===== src/rtl/tdm_voice_mixer.sv =====
// Stereo mixer for the TDM voice pipeline: pans and mutes each channel sample, then
// accumulates a frame and hands the scaled, saturated L/R words to the I2S transmitter.
module tdm_voice_mixer #(
   parameter  int NUM_CHANNELS = 16,
   parameter  int WIDTH_IN     = 18,
   parameter  int WIDTH_OUT    = 24,
   parameter  int PAN_BITS     = 8,
   parameter  int SHIFT        = 8,
   localparam int CH_W         = $clog2(NUM_CHANNELS)
) (
   input  logic                             clk,
   input  logic                             rst,
   input  logic                             sample_valid,
   output logic                             sample_ready,
   input  logic [CH_W-1:0]                  sample_ch,
   input  logic [WIDTH_IN-1:0]              sample_in,
   input  logic [NUM_CHANNELS*PAN_BITS-1:0] pan_in,
   input  logic [NUM_CHANNELS-1:0]          mute_in,
   output logic                             out_valid,
   input  logic                             frame_ready,
   output logic [WIDTH_OUT-1:0]             out_left,
   output logic [WIDTH_OUT-1:0]             out_right,
   output logic                             sat_left,
   output logic                             sat_right,
   output logic                             seq_err
);

   localparam int PROD_W = WIDTH_IN + PAN_BITS + 1;
   localparam int ACC_W  = PROD_W + CH_W;
   localparam logic signed [ACC_W-1:0] MAX_V =
      {{(ACC_W-WIDTH_OUT+1){1'b0}}, {(WIDTH_OUT-1){1'b1}}};
   localparam logic signed [ACC_W-1:0] MIN_V =
      {{(ACC_W-WIDTH_OUT+1){1'b1}}, {(WIDTH_OUT-1){1'b0}}};

   typedef enum logic [1:0] {ST_ACCUM, ST_DRAIN, ST_HOLD} state_t;

   state_t                    state_q, state_d;
   logic [CH_W-1:0]           count_q, count_d;
   logic                      drain_q, drain_d;
   logic signed [PROD_W-1:0]  prod_l_q, prod_l_d, prod_r_q, prod_r_d;
   logic signed [ACC_W-1:0]   acc_l_q, acc_l_d, acc_r_q, acc_r_d;
   logic [WIDTH_OUT-1:0]      out_left_q, out_left_d, out_right_q, out_right_d;
   logic                      sat_left_q, sat_left_d, sat_right_q, sat_right_d;
   logic                      out_valid_q, out_valid_d;
   logic                      sample_ready_q, sample_ready_d;
   logic                      seq_err_q, seq_err_d;

   logic                      accept;
   logic [PAN_BITS-1:0]       pan_sel;
   logic                      mute_sel;
   logic signed [PROD_W-1:0]  s_ext, g_l_ext, g_r_ext;

   // Floor shift then clip; MSB of the result is the clip flag.
   function automatic logic [WIDTH_OUT:0] scale_sat(input logic signed [ACC_W-1:0] a);
      logic signed [ACC_W-1:0] sh;
      sh = a >>> SHIFT;
      if (sh > MAX_V)      scale_sat = {1'b1, MAX_V[WIDTH_OUT-1:0]};
      else if (sh < MIN_V) scale_sat = {1'b1, MIN_V[WIDTH_OUT-1:0]};
      else                 scale_sat = {1'b0, sh[WIDTH_OUT-1:0]};
   endfunction

   // NOTE: every always_comb output gets a default first so no latch is inferred.
   always_comb begin
      pan_sel  = '0;
      mute_sel = 1'b0;
      for (int i = 0; i < NUM_CHANNELS; i++) begin
         if (sample_ch == CH_W'(i)) begin
            pan_sel  = pan_in[i*PAN_BITS +: PAN_BITS];
            mute_sel = mute_in[i];
         end
      end
      s_ext   = {{(PROD_W-WIDTH_IN){sample_in[WIDTH_IN-1]}}, sample_in};
      g_r_ext = {{(PROD_W-PAN_BITS){1'b0}}, pan_sel};
      g_l_ext = {{(PROD_W-PAN_BITS){1'b0}}, ~pan_sel};
      accept  = sample_valid && sample_ready_q;

      state_d        = state_q;
      count_d        = count_q;
      drain_d        = drain_q;
      prod_l_d       = '0;
      prod_r_d       = '0;
      acc_l_d        = acc_l_q + ACC_W'(prod_l_q);
      acc_r_d        = acc_r_q + ACC_W'(prod_r_q);
      out_left_d     = out_left_q;
      out_right_d    = out_right_q;
      sat_left_d     = sat_left_q;
      sat_right_d    = sat_right_q;
      out_valid_d    = out_valid_q;
      sample_ready_d = sample_ready_q;
      seq_err_d      = 1'b0;

      unique case (state_q)
         ST_ACCUM: begin
            if (accept) begin
               seq_err_d = (sample_ch != count_q);
               if (!mute_sel) begin
                  prod_l_d = s_ext * g_l_ext;
                  prod_r_d = s_ext * g_r_ext;
               end
               if (count_q == CH_W'(NUM_CHANNELS-1)) begin
                  count_d        = '0;
                  state_d        = ST_DRAIN;
                  sample_ready_d = 1'b0;
               end else begin
                  count_d = count_q + CH_W'(1);
               end
            end
         end
         ST_DRAIN: begin
            // Second drain cycle: the last product is already in the accumulators.
            drain_d = ~drain_q;
            if (drain_q) begin
               {sat_left_d, out_left_d}   = scale_sat(acc_l_q);
               {sat_right_d, out_right_d} = scale_sat(acc_r_q);
               acc_l_d     = '0;
               acc_r_d     = '0;
               out_valid_d = 1'b1;
               state_d     = ST_HOLD;
            end
         end
         ST_HOLD: begin
            if (frame_ready && out_valid_q) begin
               out_valid_d    = 1'b0;
               sample_ready_d = 1'b1;
               state_d        = ST_ACCUM;
            end
         end
         default: state_d = ST_ACCUM;
      endcase
   end

   // NOTE: state is updated with non-blocking assignments only, so all flops sample together.
   always_ff @(posedge clk or posedge rst) begin
      if (rst) begin
         state_q        <= ST_ACCUM;
         count_q        <= '0;
         drain_q        <= 1'b0;
         prod_l_q       <= '0;
         prod_r_q       <= '0;
         acc_l_q        <= '0;
         acc_r_q        <= '0;
         out_left_q     <= '0;
         out_right_q    <= '0;
         sat_left_q     <= 1'b0;
         sat_right_q    <= 1'b0;
         out_valid_q    <= 1'b0;
         sample_ready_q <= 1'b1;
         seq_err_q      <= 1'b0;
      end else begin
         state_q        <= state_d;
         count_q        <= count_d;
         drain_q        <= drain_d;
         prod_l_q       <= prod_l_d;
         prod_r_q       <= prod_r_d;
         acc_l_q        <= acc_l_d;
         acc_r_q        <= acc_r_d;
         out_left_q     <= out_left_d;
         out_right_q    <= out_right_d;
         sat_left_q     <= sat_left_d;
         sat_right_q    <= sat_right_d;
         out_valid_q    <= out_valid_d;
         sample_ready_q <= sample_ready_d;
         seq_err_q      <= seq_err_d;
      end
   end

   assign sample_ready = sample_ready_q;
   assign out_valid    = out_valid_q;
   assign out_left     = out_left_q;
   assign out_right    = out_right_q;
   assign sat_left     = sat_left_q;
   assign sat_right    = sat_right_q;
   assign seq_err      = seq_err_q;

endmodule


===== config.mk =====
export PLATFORM = sky130hd
export DESIGN_NAME = tdm_voice_mixer
export DESIGN_NICKNAME = d
export VERILOG_FILES = /design/src/rtl/tdm_voice_mixer.sv
export SDC_FILE = /design/constraint.sdc
export NUM_CORES = 1
export LEC_CHECK = 0
export CORE_MARGIN = 2
export CORE_UTILIZATION = 55
export DETAILED_ROUTE_END_ITERATION = 16
export DONT_BUFFER_PORTS = 1
export GPL_TIMING_DRIVEN = 0
export PLACE_DENSITY = 0.7
export RECOVER_POWER = 25
export SLEW_MARGIN = 10
export SYNTH_ARGS = -nofsm -noshare
export SYNTH_HDL_FRONTEND = slang
export SYNTH_SLANG_ARGS = --single-unit

===== constraint.sdc =====
create_clock -name clk -period 10.2 [get_ports clk]
set_clock_uncertainty 0.05 [all_clocks]
set_input_delay 2.04 -clock clk [delete_from_list [all_inputs] [get_ports clk]]
set_output_delay 2.04 -clock clk [all_outputs]
set_load 0.005 [all_outputs]

; After elaboration in Yosys (flattened, before gate mapping)
; Cells that the tools add are included.
; Widths: inputs -> output; s select.
[word_totals]
ff_bits = 176
elab_cells = 120
[classes]
bitwise_logic = 2
mul = 2
n_lt_le_gt_ge = 4
addsub = 3
eq_ne = 23
n_mux = 61
n_reduce_logical = 11
[op_table]
columns = op, count
row1 = $mux 27, 6
row2 = $mux 8, 16
row3 = $mux 31, 4
row4 = $mux 25, 4
row5 = $add 31x27->31, 2
row6 = $mul 18x9->27, 2
row7 = $gt 23x24->1 const B, 2
row8 = $lt 23x24->1 const B, 2
row9 = $eq 4x4->1 const B, 9
row10 = $mux 1, 23
row11 = $eq 4x3->1 const B, 4
row12 = $eq 4x2->1 const B, 2
row13 = $mux 2, 4
row14 = $ne 2x2->1 const B, 4
row15 = $not 8->8, 1
row16 = $reduce_and 4->1, 2
row17 = $pmux 2 s3, 1
row18 = $add 4x1->4 const B, 1
row19 = $eq 4x1->1 const B, 1
row20 = $logic_not 4->1, 1
row21 = $mux 4, 1
row22 = $ne 4x4->1, 1
row23 = $pmux 1 s2, 2
row24 = $reduce_and 2->1, 2
row25 = other kinds (7), 9

; Logic depth before layout (Yosys ltp)
; Gate-level depths: netlist (run 1).
[depth]
word_depth = 22
ltp_mapped = 29

; Worst setup path after synthesis (run 1)
; OpenSTA, ideal clock, no wires.
[synth_timing]
path_type = input to register
from = input port sample_ch[1]
to = register prod_r_q[24]
cell_stages = 25
arrival_time_ps = 7941
path_slack_ps = 2084
required_ps = 10025
cell_sequence = buf_2 buf_2 buf_2 nand2_1 o211ai_1 o221ai_1 a21oi_1 buf_2 nand2_1 fa_1 inv_1 fa_1 fa_1 inv_1 fa_1 inv_1 ha_1 a21o_1 a21o_1 a221o_1 a41oi_2 o221ai_1 a21oi_1 nor2_1 mux2_2
[synth_via]
elab_chain_cells = 21
word_cells_on_any_way = 52
[synth_lines]
columns = item, line_no
row1 = "start, declared", 15  ; input logic [CH_W-1:0] sample_ch,
row2 = $logic_not 4->1, 67  ; if (sample_ch == CH_W'(i)) begin
row3 = $mux 8 (16 in a row), 67
row4 = $mul 18x9->27, 98  ; prod_r_d = s_ext * g_r_ext;
row5 = $mux 27 *, 96  ; if (!mute_sel) begin
row6 = $mux 27 *, 94  ; if (accept) begin
row7 = $mux 27 *, 92  ; unique case (state_q)
row8 = named net prod_r_d[24], 40  ; logic signed [PROD_W-1:0] prod_l_q, prod_l_d, prod_r_q, prod_r_d;
row9 = "end signal, assigned", 154  ; prod_r_q <= prod_r_d;
row10 = "end, declared", 40
; Mark *: on every way through the listed nets, which the timed path passes. The rest lies on a longest branch.
; A chain may end at the register's enable or synchronous reset.

; Worst setup path in the final report (run 1)
[layout_timing]
from = input port sample_ch[3]
to = register prod_r_q[24]
; The elaborated chain is that of the path after synthesis.

==> results of run 1 <==
[critical path, cell delays in order]
cell	delay (ns)
buf_2	0.18
inv_1	0.18
nor2_1	0.70
o221ai_1	0.27
o211ai_1	0.26
o221ai_1	0.22
a21oi_1	0.79
buf_2	0.37
nand2_1	0.13
fa_1	0.56
inv_1	0.05
fa_1	0.49
inv_1	0.05
fa_1	0.49
fa_1	0.49
inv_1	0.04
ha_1	0.35
o21ai_0	0.13
o21ai_0	0.41
a221o_1	0.30
a41oi_2	0.18
o221ai_1	0.45
a21oi_1	0.14
nor2_1	0.13
mux2_2	0.39
[through the flow]
| stage | setup WS [ns] | total power, mW | utilization | hold WS, ns |
|---|---|---|---|---|
| final | 0.640 | 5.82 | 0.592 | 0.424 |
| after global routing | 0.332 | 6.44 | 0.592 | 0.443 |
| after CTS | 0.796 | 5.80 | 0.592 | 0.431 |
| after detailed placement | 0.349 | 5.09 | 0.576 | 0.414 |
| after global placement | 0.0717 | 4.98 | 0.574 | 0.411 |
| after floorplan | 2.08 | 4.11 | - | 0.393 |
[layout by cell type, fill, tap and decap left out, types with 6 or more instances in the layout]
cell,instances
inv_1,359
nand2_1,336
fa_1,230
dfrtp_1,173
ha_1,169
nor2_1,168
and2_1,106
a21oi_1,88
o21ai_0,74
nor2b_1,69
clkbuf_1,57
xnor2_1,52
xor2_1,43
a21o_1,31
nand3_1,30
nor3_1,29
buf_2,26
a211oi_1,24
nand2b_1,23
mux2i_1,20
o21a_1,20
clkbuf_16,17
mux2_2,15
a31oi_1,13
o211ai_1,13
mux4_2,11
o22ai_1,9
buf_1,8
o221ai_1,8
or3_1,8
nand4_1,7
inv_6,7
buf_4,6
a22oi_1,6
[cell families (layout without fill, tap and decap cells)]
kind of cell    Yosys count  in the layout  share of synthesized area
compound gates          353            353                      0.114
xor+xnor                 95             95                     0.0408
fa+ha+maj               399            399                      0.330
buf+inv                 460            494                     0.0884
flops                   174            174                      0.214
mux                      46             46                     0.0303
other cells               1              3                   0.000184
simple gates            803            803                      0.182
[sequential cells by signal, summed over array words and instances (netlist names), 2 cells and up]
| register | flops |
|---|---|
| acc_l_q | 31 |
| acc_r_q | 31 |
| prod_l_q | 27 |
| prod_r_q | 27 |
| out_left | 24 |
| out_right | 24 |
| count_q | 4 |
| state_q | 2 |
[how the worst min path moves through the flow]
stage / endpoint / slack (ns) / cells past startpoint / startpoint
floorplan: out_left[0]$_DFFE_PP0P_ / 0.39 / 2 / acc_l_q[8]$_DFF_PP0_
global placement: out_left[18]$_DFFE_PP0P_ / 0.41 / 2 / acc_l_q[26]$_DFF_PP0_
detailed placement: out_right[21]$_DFFE_PP0P_ / 0.41 / 2 / acc_r_q[29]$_DFF_PP0_
CTS: out_right[7]$_DFFE_PP0P_ / 0.43 / 2 / acc_r_q[15]$_DFF_PP0_
global route: out_right[7]$_DFFE_PP0P_ / 0.44 / 2 / acc_r_q[15]$_DFF_PP0_
finish: out_right[21]$_DFFE_PP0P_ / 0.42 / 2 / acc_r_q[29]$_DFF_PP0_
[final cells by class]
cell class / instances / area [um2] / area share
multi-input cells: 1698 / 14200 / 0.658
well taps: 468 / 586 / 0.0271
inverters: 362 / 1360 / 0.0629
repair buffers: 2 / 35.0 / 0.00162
clock inverters: 13 / 173 / 0.00798
flip-flops and latches: 174 / 4360 / 0.201
diodes: 1 / 2.50 / 0.000116
clock buffers: 19 / 443 / 0.0205
plain buffers: 98 / 435 / 0.0201
[routing by layer]
layer  vias up  track usage  share of wire
li1       7536            -              -
met1      7907        0.398           0.45
met2       486        0.472           0.47
met3        82       0.0363          0.058
met4         4       0.0774          0.022
met5         -            0        0.00044
[power breakdown]
group          leakage (nW)  switching (mW)  internal, mW
registers              2.43               0         0.690
logic                  8.53            2.62          1.83
clock network         0.300           0.283         0.397
==> impl_results.md, run 1 <==
* Status: complete, but fails checks
* Violated checks: max-capacitance violations, max-slew violations
* Area leader, netlist: fa_1
* CTS Hold Bufs at 0
* R2R setup slack at 7.17 ns
* Setup_tns at 0 ns
* Final period utilization at 0.937
* Root Driver: clkbuf_16
* Die W at 196 um
* Reg2reg path depth at 9
* Crit path from: sample_ch[3]
* Iteration-0 DRC Markers at 1057
* I/O Pins at 223
* Clock-pin transition on the worst setup and hold timing paths at 0.07 ns
* Post-DP HPWL at 42.9 mm
* Number of CTS-inserted buffers at 17
* Drt pass-1 iters at 5
* Wire per inst at 18.6 um
* CTS tree: done
* RSZ-0062 raised after global routing: no
* Count leader, synth: inv_1
* Mapped Cells at 2331
* Syn Std Cell Area at 20400 um2
* Placed cell areas at 21000 um2
* CP Capture Point: prod_r_q[24]$_DFF_PP0_
* Share of cells above drive strength 1 at 0.0478
* PostCTS Resize Cnt at 0
* Number of port buffers at 0
* Sequential share of the synthesized area at 0.214
* Core ar. at 36500 um2
* Synth warn at 0
* Avg Vias per Cell at 5.65
* Max Slew Vio Count at 100
* Setup bufs post-CTS at 0
* Area Growth Syn to Fin at 6.15%
* Data arrival, critical path at 9.82 ns
* Worst skew pair latency at 0.43 ns
* Synth top area share at 0.226
* Fin cells at 2835
* DR DRC count at 0
* Async S/R FF share, synth at 1.00
* Total GRT Usage at 0.285
* Post-Layout Inst Area at 21600 um2
* RR Startpoint: acc_r_q[8]$_DFF_PP0_
* Chip Height at 196 um
* Mean post-synth cell area at 8.74 um2
* Initial Utilization at 0.558
* CTS Buffer Depth at 2
* DIE AREA at 38600 um2
* Largest net degree at the start of global routing at 101
* EDFF count, synth at 0
* Synth area leaders: fa_1, dfrtp_1, ha_1
* Final WL at 52.8 mm
* MaxCap Viol Count at 1
* CP Capture Type: register
* Fmax at 105 MHz
* Core Rows at 70
* Worst Hold Class: register to register
* Final min period at 9.56 ns
* Worst-path maximum fanout at 10
* # fillers at 3219
* Seq cells post-synth at 174
* WS Path Type: input pin to register
* Antenna viol nets, final at 0
* Synth top cells by count: inv_1, nand2_1, fa_1
* Vias in the first global route at 16300
* Reg-to-reg endpoint: acc_r_q[29]$_DFF_PP0_
* Clock tree sinks at 174
* Post-synthesis cell type count at 81
* Placed Cells incl. Taps at 2802
* Htree depth at 4
* Worst slew pin tran at 4.32 ns
* DR vias at 16000
* Initial antenna violation count at 2
* Slew HR at -1.90
* GPL Wtd Cong at 0.933
* Congestion Overflow GR at 0
* Final hold viol count at 0
* Main synth FF type: dfrtp_1
* PD cells at 269 nW/um2
* Startpoint Class: input pin
* Worst EP required at 10.46 ns
* First-pass GRT wire length at 86.6 mm
* Peak supply drop at 0.206 mV
* Lkg Pwr at 11.3 nW
* Setup-failing EPs final at 0
* Layout Nets at 2922
Note: power is estimated with default switching activity, not from simulation.
==> run 2: changes to the inputs <==
==> constraint.sdc (replaced) <==
create_clock -name clk -period 11.7 [get_ports clk]
set_clock_uncertainty 0.05 [all_clocks]
set_input_delay 2.34 -clock clk [delete_from_list [all_inputs] [get_ports clk]]
set_output_delay 2.34 -clock clk [all_outputs]
set_load 0.005 [all_outputs]
==> run 2 against run 1 <==
The flow still finishes with violations (max-capacitance violations, max-slew violations). Register-to-register slack better by 1.5 ns. Combinational power down 13%. Via count about the same. Die area unchanged. Power down 13%. Flip-flop and latch count unchanged. Critical path type unchanged. Largest power group unchanged.
==> impl_results.md, run 2 (synthesized netlist as in run 1, its figures left out) <==
* Final period utilization at 0.840
* Area Growth Syn to Fin at 6.15% (unchanged)
* First-pass GRT wire length at 86.6 mm (unchanged)
* Clock-pin transition on the worst setup and hold timing paths at 0.07 ns (about the same)
* Final hold viol count at 0 (unchanged)
* # fillers at 3219 (unchanged)
* Worst-path maximum fanout at 10 (unchanged)
* MaxCap Viol Count at 1 (unchanged)
* Startpoint Class: input pin
* Root Driver: clkbuf_16
* Placed cell areas at 21000 um2 (unchanged)
* Chip Height at 196 um (unchanged)
* PostCTS Resize Cnt at 0 (unchanged)
* RSZ-0062 raised after global routing: no
* CTS tree: done
* Worst EP required at 11.96 ns (+1.50 ns)
* Clock tree sinks at 174 (unchanged)
* Worst slew pin tran at 4.34 ns (+0.0131 ns)
* Status: complete, but fails checks
* Total GRT Usage at 0.285 (unchanged)
* GPL Wtd Cong at 0.933 (unchanged)
* Slew HR at -1.91 (-0.00877)
* Setup-failing EPs final at 0 (unchanged)
* Number of port buffers at 0 (unchanged)
* CTS Buffer Depth at 2 (unchanged)
* Top flop regs: acc_l_q x31, acc_r_q x31
* Final WL at 52.8 mm (about the same)
* CTS Hold Bufs at 0 (unchanged)
* Sequential Area at 4360 um2 (unchanged)
* Core ar. at 36500 um2 (unchanged)
* Initial Utilization at 0.558 (unchanged)
* Hold path depth at 2 (unchanged)
* Lkg Pwr at 11.3 nW (about the same)
* Violated checks: max-capacitance violations, max-slew violations
* Share of cells above drive strength 1 at 0.0478 (unchanged)
* Post-Layout Inst Area at 21600 um2 (unchanged)
* Number of CTS-inserted buffers at 17 (unchanged)
* I/O Pins at 223 (unchanged)
* Worst skew pair latency at 0.43 ns (about the same)
* Avg Vias per Cell at 5.65 (about the same)
* Congestion Overflow GR at 0 (unchanged)
* Max Slew Vio Count at 100 (unchanged)
* DIE AREA at 38600 um2 (unchanged)
* Reg-to-reg endpoint: acc_r_q[29]$_DFF_PP0_
* Fmax at 102 MHz
* Area used by multi-input combinational logic at 14200 um2 (unchanged)
* Htree depth at 4 (unchanged)
* Drt pass-1 iters at 5 (unchanged)
* Largest net degree at the start of global routing at 101 (unchanged)
* Worst Hold Class: register to register
* Most frequent cells in the layout: inv_1, nand2_1, fa_1
* Wire per inst at 18.6 um (about the same)
* RR Startpoint: acc_r_q[8]$_DFF_PP0_
* WS Path Type: input pin to register
* Reg2reg path depth at 9 (unchanged)
* Core Rows at 70 (unchanged)
* R2R setup slack at 8.67 ns (+1.50 ns)
* Peak supply drop at 0.179 mV (-13%)
* Setup bufs post-CTS at 0 (unchanged)
* Final min period at 9.83 ns
* Final WS setup at 1.87 ns (+1.23 ns)
* DR DRC count at 0 (unchanged)
* Layout Nets at 2922 (unchanged)
* Die W at 196 um (unchanged)
* Antenna viol nets, final at 0 (unchanged)
* Initial antenna violation count at 2 (unchanged)
* PD cells at 235 nW/um2 (-13%)
* Hold Crit Endpoint: out_right[21]$_DFFE_PP0P_
* Setup WS pre-CTS at 1.55 ns (+1.20 ns)
* Post-DP HPWL at 42.9 mm (unchanged)
* DR vias at 16000 (+0.094%)
* CP Capture Type: register
* Most common cell after layout, fill and taps aside: inv_1
* Setup_tns at 0 ns (unchanged)
* Data arrival, critical path at 10.08 ns (+0.26 ns)
* Iteration-0 DRC Markers at 1048 (-0.85%)
* Hold Startpoint: acc_r_q[29]$_DFF_PP0_
* Vias in the first global route at 16300 (unchanged)
==> run 2: cell count changes in the layout (fill, tap and decap cells not counted), sizes merged <==
cell    change
clkbuf      +4
buf         -4
==> run 2: worst max-delay path by stage <==
stage                  from                     end  slack [ns]  cells after the start
5_1_grt        sample_ch[3]  prod_r_q[26]$_DFF_PP0_        1.53                     25
3_3_place_gp   sample_ch[3]  prod_l_q[25]$_DFF_PP0_        1.27                     23
3_5_place_dp   sample_ch[3]  prod_r_q[26]$_DFF_PP0_        1.55                     25
2_1_floorplan  sample_ch[1]  prod_r_q[24]$_DFF_PP0_        3.28                     25
6_report       sample_ch[3]  prod_r_q[24]$_DFF_PP0_        1.87                     25
4_1_cts        sample_ch[3]  prod_r_q[24]$_DFF_PP0_        2.00                     25
==> run 2: final cells by class <==
| type | count | share of cell area |
|---|---|---|
| Buffer | 98 | 0.0201 |
| Clock buffer | 19 | 0.0205 |
| Multi-Input combinational cell | 1698 | 0.658 |
| Sequential cell | 174 | 0.201 |
| Timing Repair Buffer | 2 | 0.00162 |
| Inverter | 362 | 0.0629 |
| Clock inverter | 13 | 0.00798 |
| Antenna cell | 1 | 0.000116 |
| Tap cell | 468 | 0.0271 |
==> run 2: worst max-delay path, cell delays in order <==
cell,delay [ns]
buf_2,0.18
inv_1,0.18
nor2_1,0.68
o221ai_1,0.27
o211ai_1,0.26
o221ai_1,0.22
a21oi_1,0.79
buf_2,0.38
nand2_1,0.13
fa_1,0.56
inv_1,0.05
fa_1,0.49
inv_1,0.05
fa_1,0.49
fa_1,0.49
inv_1,0.04
ha_1,0.35
o21ai_0,0.13
o21ai_0,0.41
a221o_1,0.30
a41oi_2,0.18
o221ai_1,0.44
a21oi_1,0.13
nor2_1,0.13
mux2_2,0.39
==> run 2: through the flow <==
step / hold WS, ns / cells / util / total power, mW
2_1_floorplan: 0.393 / 2332 / - / 3.58
3_3_place_gp: 0.411 / 2800 / 0.574 / 4.34
3_5_place_dp: 0.414 / 2802 / 0.576 / 4.44
4_1_cts: 0.431 / 2834 / 0.592 / 5.06
5_1_grt: 0.443 / 2834 / 0.592 / 5.61
6_report: 0.424 / 2835 / 0.592 / 5.07
==> run 2: power by group <==
group	internal [mW]	leakage (nW)	switching (mW)
Clock	0.346	0.300	0.247
Combinational	1.59	8.53	2.29
Sequential	0.602	2.43	0
==> run 2: routing by layer <==
metal	up-vias	routed length [um]	global-route usage	share of wire
met5	-	23	0	0.00044
met1	7909	23500	0.398	0.45
li1	7532	-	-	-
met3	76	3160	0.0363	0.060
met4	4	1150	0.0774	0.022
met2	509	24900	0.472	0.47
